## src/rtl/score_pkg.sv

```systemverilog
// Shared defaults and handshake state encoding for the score request controller.
package score_pkg;

  localparam int unsigned DEBOUNCE_CYCLES_DEF = 16;
  localparam int unsigned PEND_W_DEF          = 4;
  localparam int unsigned TIMEOUT_CYCLES_DEF  = 1048576;

  typedef enum logic [1:0] {
    ST_IDLE     = 2'd0,
    ST_REQ      = 2'd1,
    ST_ACK_WAIT = 2'd2
  } req_state_e;

endpackage

```

## src/rtl/prize_debouncer.sv

```systemverilog
// Two-flop synchronizer plus stability-counter debounce for the prize chute sensor.
// rise_o pulses for one cycle right after the debounced level goes 0->1.
module prize_debouncer
  import score_pkg::*;
#(
  parameter int unsigned DEBOUNCE_CYCLES = DEBOUNCE_CYCLES_DEF
) (
  input  logic clock,
  input  logic reset,
  input  logic sensor_i,
  output logic rise_o
);

  localparam int unsigned CNT_W = $clog2(DEBOUNCE_CYCLES + 1);

  logic             sync1_q, sync2_q;
  logic             level_q, level_d;
  logic             rise_q, rise_d;
  logic [CNT_W-1:0] cnt_q, cnt_d;

  // Count consecutive mismatching samples; flip the level on the last one.
  always_comb begin
    cnt_d   = '0;
    level_d = level_q;
    rise_d  = 1'b0;
    if (sync2_q != level_q) begin
      if (cnt_q == CNT_W'(DEBOUNCE_CYCLES - 1)) begin
        level_d = sync2_q;
        rise_d  = sync2_q;
      end else begin
        cnt_d = cnt_q + CNT_W'(1);
      end
    end
  end

  // Synchronizer, debounce state and rise pulse registers.
  always_ff @(posedge clock) begin
    if (reset) begin
      sync1_q <= 1'b0;
      sync2_q <= 1'b0;
      level_q <= 1'b0;
      rise_q  <= 1'b0;
      cnt_q   <= '0;
    end else begin
      sync1_q <= sensor_i;
      sync2_q <= sync1_q;
      level_q <= level_d;
      rise_q  <= rise_d;
      cnt_q   <= cnt_d;
    end
  end

  assign rise_o = rise_q;

endmodule

```

## src/rtl/score_request_ctrl.sv

```systemverilog
// Turns debounced prize events into four-phase score-increment requests,
// queuing unacknowledged events in a saturating pending counter.
module score_request_ctrl
  import score_pkg::*;
#(
  parameter int unsigned DEBOUNCE_CYCLES = DEBOUNCE_CYCLES_DEF,
  parameter int unsigned PEND_W          = PEND_W_DEF,
  parameter int unsigned TIMEOUT_CYCLES  = TIMEOUT_CYCLES_DEF
) (
  input  logic              clock,
  input  logic              reset,
  input  logic              prize_sensor,
  input  logic              game_enable,
  output logic              need_to_increment_score,
  input  logic              finished_incrementing_score,
  output logic [PEND_W-1:0] pending_count,
  output logic              overflow,
  output logic              timeout_err
);

  localparam int unsigned TO_W = $clog2(TIMEOUT_CYCLES + 1);
  localparam logic [PEND_W-1:0] PEND_MAX = '1;

  req_state_e        state_q, state_d;
  logic              need_q, need_d;
  logic [PEND_W-1:0] pend_q, pend_d;
  logic              ovf_q, ovf_d;
  logic [TO_W-1:0]   tcnt_q, tcnt_d;
  logic              terr_q, terr_d;
  logic              rise;
  logic              event_c;
  logic              complete_c;

  prize_debouncer #(
    .DEBOUNCE_CYCLES(DEBOUNCE_CYCLES)
  ) u_debouncer (
    .clock   (clock),
    .reset   (reset),
    .sensor_i(prize_sensor),
    .rise_o  (rise)
  );

  // Enable only gates new events; a completion is the REQ->ACK_WAIT edge.
  assign event_c    = rise & game_enable;
  assign complete_c = (state_q == ST_REQ) && finished_incrementing_score;

  // Handshake next-state; need follows the state it will be in.
  always_comb begin
    state_d = state_q;
    unique case (state_q)
      ST_IDLE:     if (pend_q != '0) state_d = ST_REQ;
      ST_REQ:      if (finished_incrementing_score) state_d = ST_ACK_WAIT;
      ST_ACK_WAIT: if (!finished_incrementing_score) state_d = ST_IDLE;
      default:     state_d = ST_IDLE;
    endcase
    need_d = (state_d == ST_REQ);
  end

  // Pending counter with saturation and sticky overflow.
  always_comb begin
    pend_d = pend_q;
    ovf_d  = ovf_q;
    if (event_c && !complete_c) begin
      if (pend_q == PEND_MAX) begin
        ovf_d = 1'b1;
      end else begin
        pend_d = pend_q + PEND_W'(1);
      end
    end else if (complete_c && !event_c) begin
      pend_d = pend_q - PEND_W'(1);
    end
  end

  // Saturating REQ dwell counter; timeout flag is sticky and does not move the FSM.
  always_comb begin
    tcnt_d = '0;
    terr_d = terr_q;
    if (state_q == ST_REQ) begin
      if (tcnt_q != TO_W'(TIMEOUT_CYCLES)) begin
        tcnt_d = tcnt_q + TO_W'(1);
      end else begin
        tcnt_d = tcnt_q;
      end
      if (tcnt_d == TO_W'(TIMEOUT_CYCLES)) terr_d = 1'b1;
    end
  end

  // State, counters and registered outputs.
  always_ff @(posedge clock) begin
    if (reset) begin
      state_q <= ST_IDLE;
      need_q  <= 1'b0;
      pend_q  <= '0;
      ovf_q   <= 1'b0;
      tcnt_q  <= '0;
      terr_q  <= 1'b0;
    end else begin
      state_q <= state_d;
      need_q  <= need_d;
      pend_q  <= pend_d;
      ovf_q   <= ovf_d;
      tcnt_q  <= tcnt_d;
      terr_q  <= terr_d;
    end
  end

  assign need_to_increment_score = need_q;
  assign pending_count           = pend_q;
  assign overflow                = ovf_q;
  assign timeout_err             = terr_q;

endmodule

```

## config.mk

```make
export PLATFORM = sky130hd
export DESIGN_NAME = score_request_ctrl
export DESIGN_NICKNAME = d
export VERILOG_FILES = /design/src/rtl/score_pkg.sv /design/src/rtl/prize_debouncer.sv /design/src/rtl/score_request_ctrl.sv
export SDC_FILE = /design/constraint.sdc
export NUM_CORES = 1
export LEC_CHECK = 0
export ABC_AREA = 1
export BUFFER_PORTS_ARGS = -buffer_cell sky130_fd_sc_hd__buf_4
export CORE_AREA = 8 8 70 72
export CTS_BUF_LIST = sky130_fd_sc_hd__clkbuf_16
export CTS_CLUSTER_SIZE = 30
export DETAILED_ROUTE_END_ITERATION = 10
export DIE_AREA = 0 0 78 80
export HOLD_SLACK_MARGIN = 0.08
export PLACE_DENSITY = 0.66
export SYNTH_ARGS = -nofsm -noshare
export SYNTH_HDL_FRONTEND = slang
export SYNTH_SLANG_ARGS = --single-unit
```

## constraint.sdc

```tcl
create_clock -name clock -period 4.1 [get_ports clock]
set_input_delay 0.82 -clock clock [delete_from_list [all_inputs] [get_ports clock]]
set_output_delay 0.82 -clock clock [all_outputs]
set_load 0.05 [all_outputs]
```

==> impl_metrics.sql, run 1 <==
INSERT INTO impl_metrics (metric_group, metric, value, unit) VALUES
('yosys', 'ys_ff_latch', '39', ''),
('worst_setup_path', 'startpoint', 'finished_incrementing_score', ''),
('floorplan', 'ioPinCount', '12', ''),
('worst_setup_path', 'timing.critical_path.slowest_cell_delay', '310', 'ps'),
('yosys', 'synth-edff-count', '0', ''),
('yosys', 'synth.top_cell.area_share', '0.393', ''),
('floorplan', 'die_h', '80', 'µm'),
('worst_setup_path', 'worstPathMaxFanout', '5', ''),
('yosys', 'syn-cell-area', '1990', 'µm²'),
('clock_tree', 'clkLatencyLatePin', '280', 'ps'),
('grt', 'groute.usage.overall', '0.135', ''),
('power', 'switching_power', '0.000265', 'W'),
('routing', 'number_of_vias_after_detailed_routing', '1646', ''),
('sta', 'grt_setup_unrepaired', 'false', ''),
('worst_setup_path', 'critical_path.cell_chain', 'buf_4 -> nand2_1 -> nand2_1 -> ha_1 -> a21o_1 -> a21oi_1 -> a21oi_1 -> o21ai_1 -> o21ai_1 -> a21oi_1', ''),
('clock_tree', 'cts_buffer_depth', '2', ''),
('grt', 'grt_first_pass_wirelength', '6780', 'µm'),
('yosys', 'count_of_distinct_cell_types_in_the_synthesized_netlist', '32', ''),
('yosys', 'yosysWarningCount', '0', ''),
('sta', 'drv_slew', '0', ''),
('worst_setup_path', 'cpMaxStageDelayCell', 'ha_1', ''),
('floorplan', 'start_util', '0.515', ''),
('worst_setup_path', 'timing.critical_path.buf_inv', '1', ''),
('min_path', 'worstHoldPathType', 'reg -> reg', ''),
('power', 'power.share.clock', '0.399', ''),
('clock_tree', 'clk_pin_slew', '60', 'ps'),
('routing', 'route.final.wire_length', '3770', 'µm'),
('sta', 'finalWorstSetupSlack', '2100', 'ps'),
('power', 'power.leakage', '0.857', 'nW'),
('yosys', 'postSynthAreaPerCell', '7.14', 'µm²'),
('grt', 'first_global_vias', '1552', ''),
('worst_setup_path', 'worst_r2r_path_depth', '11', ''),
('sta', 'timing_hold_violations_final', '0', ''),
('power', 'power_frac_comb', '0.154', ''),
('floorplan', 'core_footprint', '3860', 'µm²'),
('grt', 'grt_remaining_overflow', '0', ''),
('sta', 'fmax', '499', 'MHz'),
('power', 'proportion_of_total_power_due_to_net_switching', '0.282', ''),
('worst_setup_path', 'worst_path_most_repeated_cell', 'a21oi_1', ''),
('power', 'pwr_density_cell', '415', 'nW/µm²'),
('power', 'power.sequential.fraction', '0.447', ''),
('sta', 'max_slew_margin', '0.480', ''),
('placement', 'numPortBuffers', '11', ''),
('placement', 'place_worst_setup_slack', '1830', 'ps'),
('floorplan', 'die_w', '78', 'µm'),
('min_path', 'timing.hold.worst.start', 'u_debouncer.sync1_q', ''),
('routing', 'detailedRoute.firstPassIterationCount', '4', ''),
('yosys', 'postSynthNetCount', '290', ''),
('status', 'status', 'finished clean', ''),
('routing', 'detail_route.drc_violations', '0', ''),
('yosys', 'synth.yosys.seq_area_share', '0.393', ''),
('yosys', 'synth.top_cells.by_area', 'dfxtp_1 39%, nor2_1 13%, nand2_1 9.1%, inv_1 5.5%, xor2_1 4.0%', ''),
('sta', 'fin_crit_share', '0.489', ''),
('clock_tree', 'hold_buffers', '0', ''),
('routing', 'routedWlPerCell', '11.0', 'µm'),
('grt', 'grt_max_degree', '24', ''),
('clock_tree', 'cts-buffers-inserted', '5', ''),
('run', 'max_capacitance_violation_count', '0', ''),
('sta', 'setup_viol', '0', ''),
('placement', 'detailed_place_hpwl', '2840', 'µm'),
('sta', 'finalSetupTns', '0', 'ps'),
('sta', 'clock_skew', '2.52', 'ps'),
('layout', 'finish.net_count', '305', ''),
('worst_setup_path', 'worstSetupPathType', 'in -> reg', ''),
('power', 'peakVddDrop', '0.269', 'mV'),
('worst_setup_path', 'critical_path.startpoint_type', 'primary input', ''),
('clock_tree', 'cts.sinks', '39', ''),
('layout', 'area_growth', '14.1', '%'),
('worst_setup_path', 'critical_path.endpoint_type', 'flop', ''),
('worst_setup_path', 'timing.critical_path.required', '4310', 'ps'),
('yosys', 'postSynth.asyncResetShare', '0', '');
==> Yosys cell counts (2+ instances only) <==
| cell type | n |
|---|---|
| inv_2 | 3 |
| nor2_4 | 3 |
| xnor2_1 | 7 |
| o21ai_1 | 5 |
| xor2_1 | 9 |
| nand2_1 | 48 |
| nor2_1 | 70 |
| nand4_1 | 5 |
| nand3b_1 | 2 |
| ha_1 | 6 |
| nand2_2 | 4 |
| nor2_2 | 3 |
| inv_1 | 29 |
| clkbuf_1 | 2 |
| o22ai_1 | 2 |
| a21oi_1 | 12 |
| o21ai_0 | 3 |
| nand3_1 | 13 |
| dfxtp_1 | 39 |
==> power by group through the flow <==
stage,Clock [W],Sequential (W),Combinational [W]
after floorplan,0,0.000463,0.0000731
after global placement,0,0.000428,0.000146
after detailed placement,0,0.000428,0.000145
after CTS,0.000385,0.000420,0.000147
after global routing,0.000404,0.000424,0.000162
final,0.000375,0.000419,0.000145
==> layer usage <==
metal | share of wire | GRT usage | wire length [µm]
met5 | 0 | 0 | 0
met1 | 0.48 | 0.153 | 1810
met2 | 0.46 | 0.224 | 1730
met3 | 0.043 | 0.0473 | 163
met4 | 0.017 | 0.0630 | 65
==> cell families after synthesis <==
| logic type | share of synthesized area |
|---|---|
| xor+xnor | 0.0706 |
| compound gates | 0.0807 |
| simple gates | 0.342 |
| flops | 0.393 |
| buf+inv | 0.0662 |
| fa+ha+maj | 0.0479 |
==> worst paths after layout <==
check / endpoint / slack (ps)
max: pending_count[3] / 2100
min: u_debouncer.sync2_q / 420
max reg2reg: pending_count[3] / 2220
min reg2reg: u_debouncer.sync2_q / 420
==> placed cells by master, fill, tap and decap left out, types with 4 or more instances in the layout <==
| master | Yosys | final |
|---|---|---|
| nand2_1 | 48 | 48 |
| a21oi_1 | 12 | 12 |
| nor2_1 | 70 | 70 |
| xnor2_1 | 7 | 7 |
| xor2_1 | 9 | 9 |
| nand2_2 | 4 | 4 |
| nand4_1 | 5 | 5 |
| ha_1 | 6 | 6 |
| clkbuf_16 | 0 | 5 |
| o21ai_1 | 5 | 5 |
| inv_1 | 29 | 29 |
| buf_4 | 0 | 11 |
| nand3_1 | 13 | 13 |
| dfxtp_1 | 39 | 39 |
==> metrics by stage <==
| stage | util | cells | hold slack [ps] | area, µm² | power, W |
|---|---|---|---|---|---|
| floorplan | - | 278 | 388 | 1990 | 0.000536 |
| global placement | 0.550 | 336 | 393 | 2120 | 0.000574 |
| detailed placement | 0.550 | 336 | 410 | 2120 | 0.000573 |
| CTS | 0.587 | 344 | 421 | 2260 | 0.000952 |
| global route | 0.587 | 344 | 466 | 2260 | 0.000990 |
| finish | 0.587 | 344 | 416 | 2260 | 0.000939 |
==> sequential cells by signal, summed over array words and instances, names as in the netlist <==
name	cells
timeout_err	1
u_debouncer.cnt_q	5
overflow	1
u_debouncer.rise_o	1
state_q	2
need_to_increment_score	1
pending_count	4
u_debouncer.level_q	1
tcnt_q	21
u_debouncer.sync2_q	1
u_debouncer.sync1_q	1
==> worst register-to-register path, cell delays in order, from the launching register on <==
cell	delay [ps]
dfxtp_1	320
inv_1	50
nor2_1	160
nand2_1	120
nand2_1	190
ha_1	270
a21o_1	170
a21oi_1	160
a21oi_1	90
o21ai_1	100
o21ai_1	80
a21oi_1	110
==> layout make-up <==
type	count	area (µm²)
well taps	50	62.6
clock inverters	3	20.0
fillers	376	1590
repair buffers	11	82.6
multi-input cells	204	1070
flip-flops and latches	39	781
clock buffers	5	125
inverters	32	120
(Power assumes the default switching activity.)
==> run 2: changes to the inputs <==
- ABC_AREA: 1 -> 0
- PLACE_DENSITY: 0.66 -> 0.68
- clock period: 4.1 -> 1.85 ns (I/O delays scaled with it)
==> run 2 against run 1 <==
The flow now finishes with violations (negative setup slack); sequential cell count did not move; via count rose by 11%; synthesized cell count fell by 17%; count of clock-buffer cells in the layout did not move; critical path type is now reg -> reg.
==> impl_metrics.sql, run 2 <==
INSERT INTO impl_metrics (metric_group, metric, value, unit) VALUES
('status', 'status', 'finished, violations left', ''),
('status', 'violated_checks', 'negative setup slack', ''),
('layout', 'max_flop_register', 'tcnt_q', ''),
('floorplan', 'start_util', '0.530', ''),
('sta', 'drv_slew', '0', ''),
('yosys', 'synth.yosys.seq_area_share', '0.382', ''),
('routing', 'dr_wl_met2', '2270', 'µm'),
('worst_setup_path', 'cpMaxStageDelayCell', 'or4_4', ''),
('sta', 'max_slew_margin', '0.783', ''),
('layout', 'postLayoutCellArea', '2840', 'µm²'),
('grt', 'antenna_found_initial', '0', ''),
('floorplan', 'ioPinCount', '12', ''),
('floorplan', 'die_w', '78', 'µm'),
('routing', 'first_iter_violations', '117', ''),
('sta', 'fin_crit_share', '1.05', ''),
('routing', 'routedWlPerCell', '14.2', 'µm'),
('clock_tree', 'clkLatencyLatePin', '280', 'ps'),
('worst_setup_path', 'critical_path.startpoint_type', 'flop', ''),
('worst_setup_path', 'critical_path.endpoint_type', 'flop', ''),
('power', 'peakVddDrop', '0.983', 'mV'),
('routing', 'detailedRoute.firstPassIterationCount', '4', ''),
('routing', 'maxUsedRoutingLayer', 'met4', ''),
('worst_setup_path', 'critical_path.cell_chain', 'buf_4 -> or3_4 -> a21oi_1 -> a41oi_1 -> or4_4 -> o32ai_2', ''),
('run', 'max_capacitance_violation_count', '0', ''),
('layout', 'final_std_cells_w_o_fill', '343', ''),
('yosys', 'synth.cells.most_frequent', '40 x nor2_1, 39 x dfxtp_1, 20 x xnor2_1, 11 x nand3_1', ''),
('worst_setup_path', 'worstPathMaxFanout', '5', ''),
('sta', 'timing_worst_slew_pin_value', '317', 'ps'),
('clock_tree', 'cts.sinks', '39', ''),
('routing', 'wl_met3', '186', 'µm'),
('sta', 'finalCriticalPeriod', '1950', 'ps'),
('yosys', 'yosysMostFrequentCell', 'nor2_1', ''),
('yosys', 'yosys_most_used_dff', 'dfxtp_1', ''),
('floorplan', 'core_footprint', '3860', 'µm²'),
('layout', 'antenna-diode-count', '0', ''),
('clock_tree', 'hold_buffers', '0', ''),
('placement', 'placed_cells', '332', ''),
('min_path', 'worstHoldPathType', 'in -> reg', ''),
('grt', 'first_global_vias', '1694', ''),
('grt', 'grt_first_pass_wirelength', '7760', 'µm'),
('routing', 'met1Wirelength', '2380', 'µm'),
('clock_tree', 'cts_buffer_depth', '2', ''),
('floorplan', 'num_rows', '23', ''),
('yosys', 'synth.top_cell.area_share', '0.382', ''),
('routing', 'detail_route.vias_per_cell', '5.31', ''),
('clock_tree', 'ctsRootBufferMaster', 'clkbuf_16', ''),
('routing', 'route.final.wire_length', '4880', 'µm'),
('layout', 'final_layout_size_suffix_gt1_frac', '0.375', ''),
('sta', 'setup_viol', '1', ''),
('yosys', 'synth-edff-count', '0', ''),
('sta', 'timing_hold_violations_final', '0', ''),
('floorplan', 'die_h', '80', 'µm'),
('clock_tree', 'cts_tree', 'done', ''),
('sta', 'grt_setup_unrepaired', 'true', ''),
('yosys', 'synth.top_cells.by_area', 'dfxtp_1 38%, xnor2_1 8.6%, nor2_1 7.3%, xor2_1 4.3%, ha_1 3.7%', ''),
('yosys', 'syn-cell-area', '2040', 'µm²'),
('placement', 'gpl.final_weighted_congestion', '0.820', ''),
('routing', 'detail_route.drc_violations', '0', ''),
('power', 'power.leakage', '1.15', 'nW'),
('power', 'overall_power', '0.00224', 'W'),
('sta', 'clock_skew', '3.11', 'ps'),
('yosys', 'count_of_distinct_cell_types_in_the_synthesized_netlist', '45', ''),
('worst_setup_path', 'cp.arrival', '2140', 'ps'),
('power', 'pwr_density_cell', '787', 'nW/µm²'),
('worst_setup_path', 'worstSetupPathType', 'reg -> reg', ''),
('layout', 'fillers', '293', ''),
('worst_setup_path', 'timing.critical_path.required', '2040', 'ps'),
('floorplan', 'floorplan.die_area', '6240', 'µm²'),
('layout', 'mostFrequentLayoutCell', 'buf_4', ''),
('worst_setup_path', 'timing.critical_path.slowest_cell_delay', '450', 'ps'),
('grt', 'groute.usage.overall', '0.155', ''),
('layout', 'layout.cells.most_common_list', '65 x buf_4, 39 x nor2_1, 27 x dfxtp_1', ''),
('yosys', 'postSynthAreaPerCell', '8.81', 'µm²'),
('routing', 'drt.antenna.violating_nets', '0', ''),
('grt', 'grt_max_degree', '22', ''),
('yosys', 'syn-instance-count', '232', ''),
('sta', 'fmax', '514', 'MHz'),
('layout', 'largest_register_ff_count', '21', ''),
('grt', 'grt_remaining_overflow', '0', ''),
('placement', 'numPortBuffers', '11', ''),
('clock_tree', 'cts-buffers-inserted', '5', ''),
('clock_tree', 'clk_pin_slew', '60', 'ps'),
('placement', 'place_area', '2570', 'µm²'),
('yosys', 'yosysWarningCount', '0', ''),
('yosys', 'postSynthNetCount', '244', ''),
('yosys', 'postSynth.asyncResetShare', '0', ''),
('routing', 'number_of_vias_after_detailed_routing', '1823', ''),
('clock_tree', 'h-tree-depth', '2', ''),
('yosys', 'synth.largest_area_cell', 'dfxtp_1', ''),
('placement', 'detailed_place_hpwl', '3330', 'µm'),
('sta', 'finalWorstSetupSlack', '-96.8', 'ps'),
('layout', 'area_growth', '39.2', '%'),
('yosys', 'ys_ff_latch', '39', ''),
('layout', 'finish.net_count', '304', '');
run 2: changes by cell type after synthesis, sizes merged, moves of 4 or more:
cell and delta:
nor2b +5, nor2 -36, nor3 +5, and4 +5
buf +6, o21ai -5, a21oi -5, or3 +4
nand2 -43, xnor2 +13, inv -23, nor4 +6
run 2: area by class of cell:
type | count | area [µm²] | share of cell area
inverter | 9 | 33.8 | 0.0119
tap | 50 | 62.6 | 0.0220
multi-input combinational | 172 | 1320 | 0.463
timing repair buffer | 65 | 488 | 0.172
clock buffer | 5 | 125 | 0.0440
clock inverter | 3 | 16.3 | 0.00572
sequential | 39 | 801 | 0.282
run 2: stage by stage:
stage / utilization / worst slack [ps] / hold WS [ps] / setup TNS, ps
floorplan: - / -12.2 / 414 / -12.2
CTS: 0.719 / -90.6 / 299 / -90.6
detailed placement: 0.666 / -151 / 432 / -331
finish: 0.738 / -96.8 / 301 / -96.8
global route: 0.738 / -164 / 299 / -434
global placement: 0.666 / -120 / 429 / -249
run 2: layer usage:
metal / up-vias / global-route usage
met3: 4 / 0.0417
met4: 0 / 0.0519
met2: 27 / 0.241
met1: 857 / 0.202
li1: 935 / -
met5: - / 0
run 2: worst paths after layout:
path,start,to,slack [ps],cells past startpoint
setup reg to reg,tcnt_q[8],timeout_err,-100,6
hold / removal,prize_sensor,u_debouncer.sync1_q,300,2
setup / recovery,tcnt_q[8],timeout_err,-100,6
hold reg to reg,u_debouncer.sync1_q,u_debouncer.sync2_q,440,1
run 2: repair_timing:
| item | in CTS | in global routing |
|---|---|---|
| cloned | 0 | 0 |
| pin swaps | 5 | 8 |
| buffers inserted | 1 | 2 |
| resized for setup | 19 | 7 |
| endpoints found under the setup margin | 2 | 6 |
run 2: cell families after synthesis:
logic type / count (synthesis) / synth area share
buffers and inverters: 21 / 0.0429
adder cells (fa/ha/maj): 7 / 0.0465
flip-flops: 39 / 0.382
XOR/XNOR: 30 / 0.129
AO/OA/AOI/OAI: 28 / 0.0949
multiplexers: 3 / 0.0147
AND/OR/NAND/NOR: 104 / 0.290
run 2: worst max-delay path: cells and delay by family, from the launching register on:
kind	cells	cell delay [ps]
buffers and inverters	1	150
AO/OA/AOI/OAI	3	510
AND/OR/NAND/NOR	2	860
flip-flops	1	340
run 2: power by group:
part,internal (W),total (W),leakage [nW],switching (W)
clock,0.000492,0.000830,0.0710,0.000338
sequential,0.000889,0.000940,0.322,0.0000508
combinational,0.000208,0.000468,0.760,0.000260
total,0.00159,0.00224,1.15,0.000649
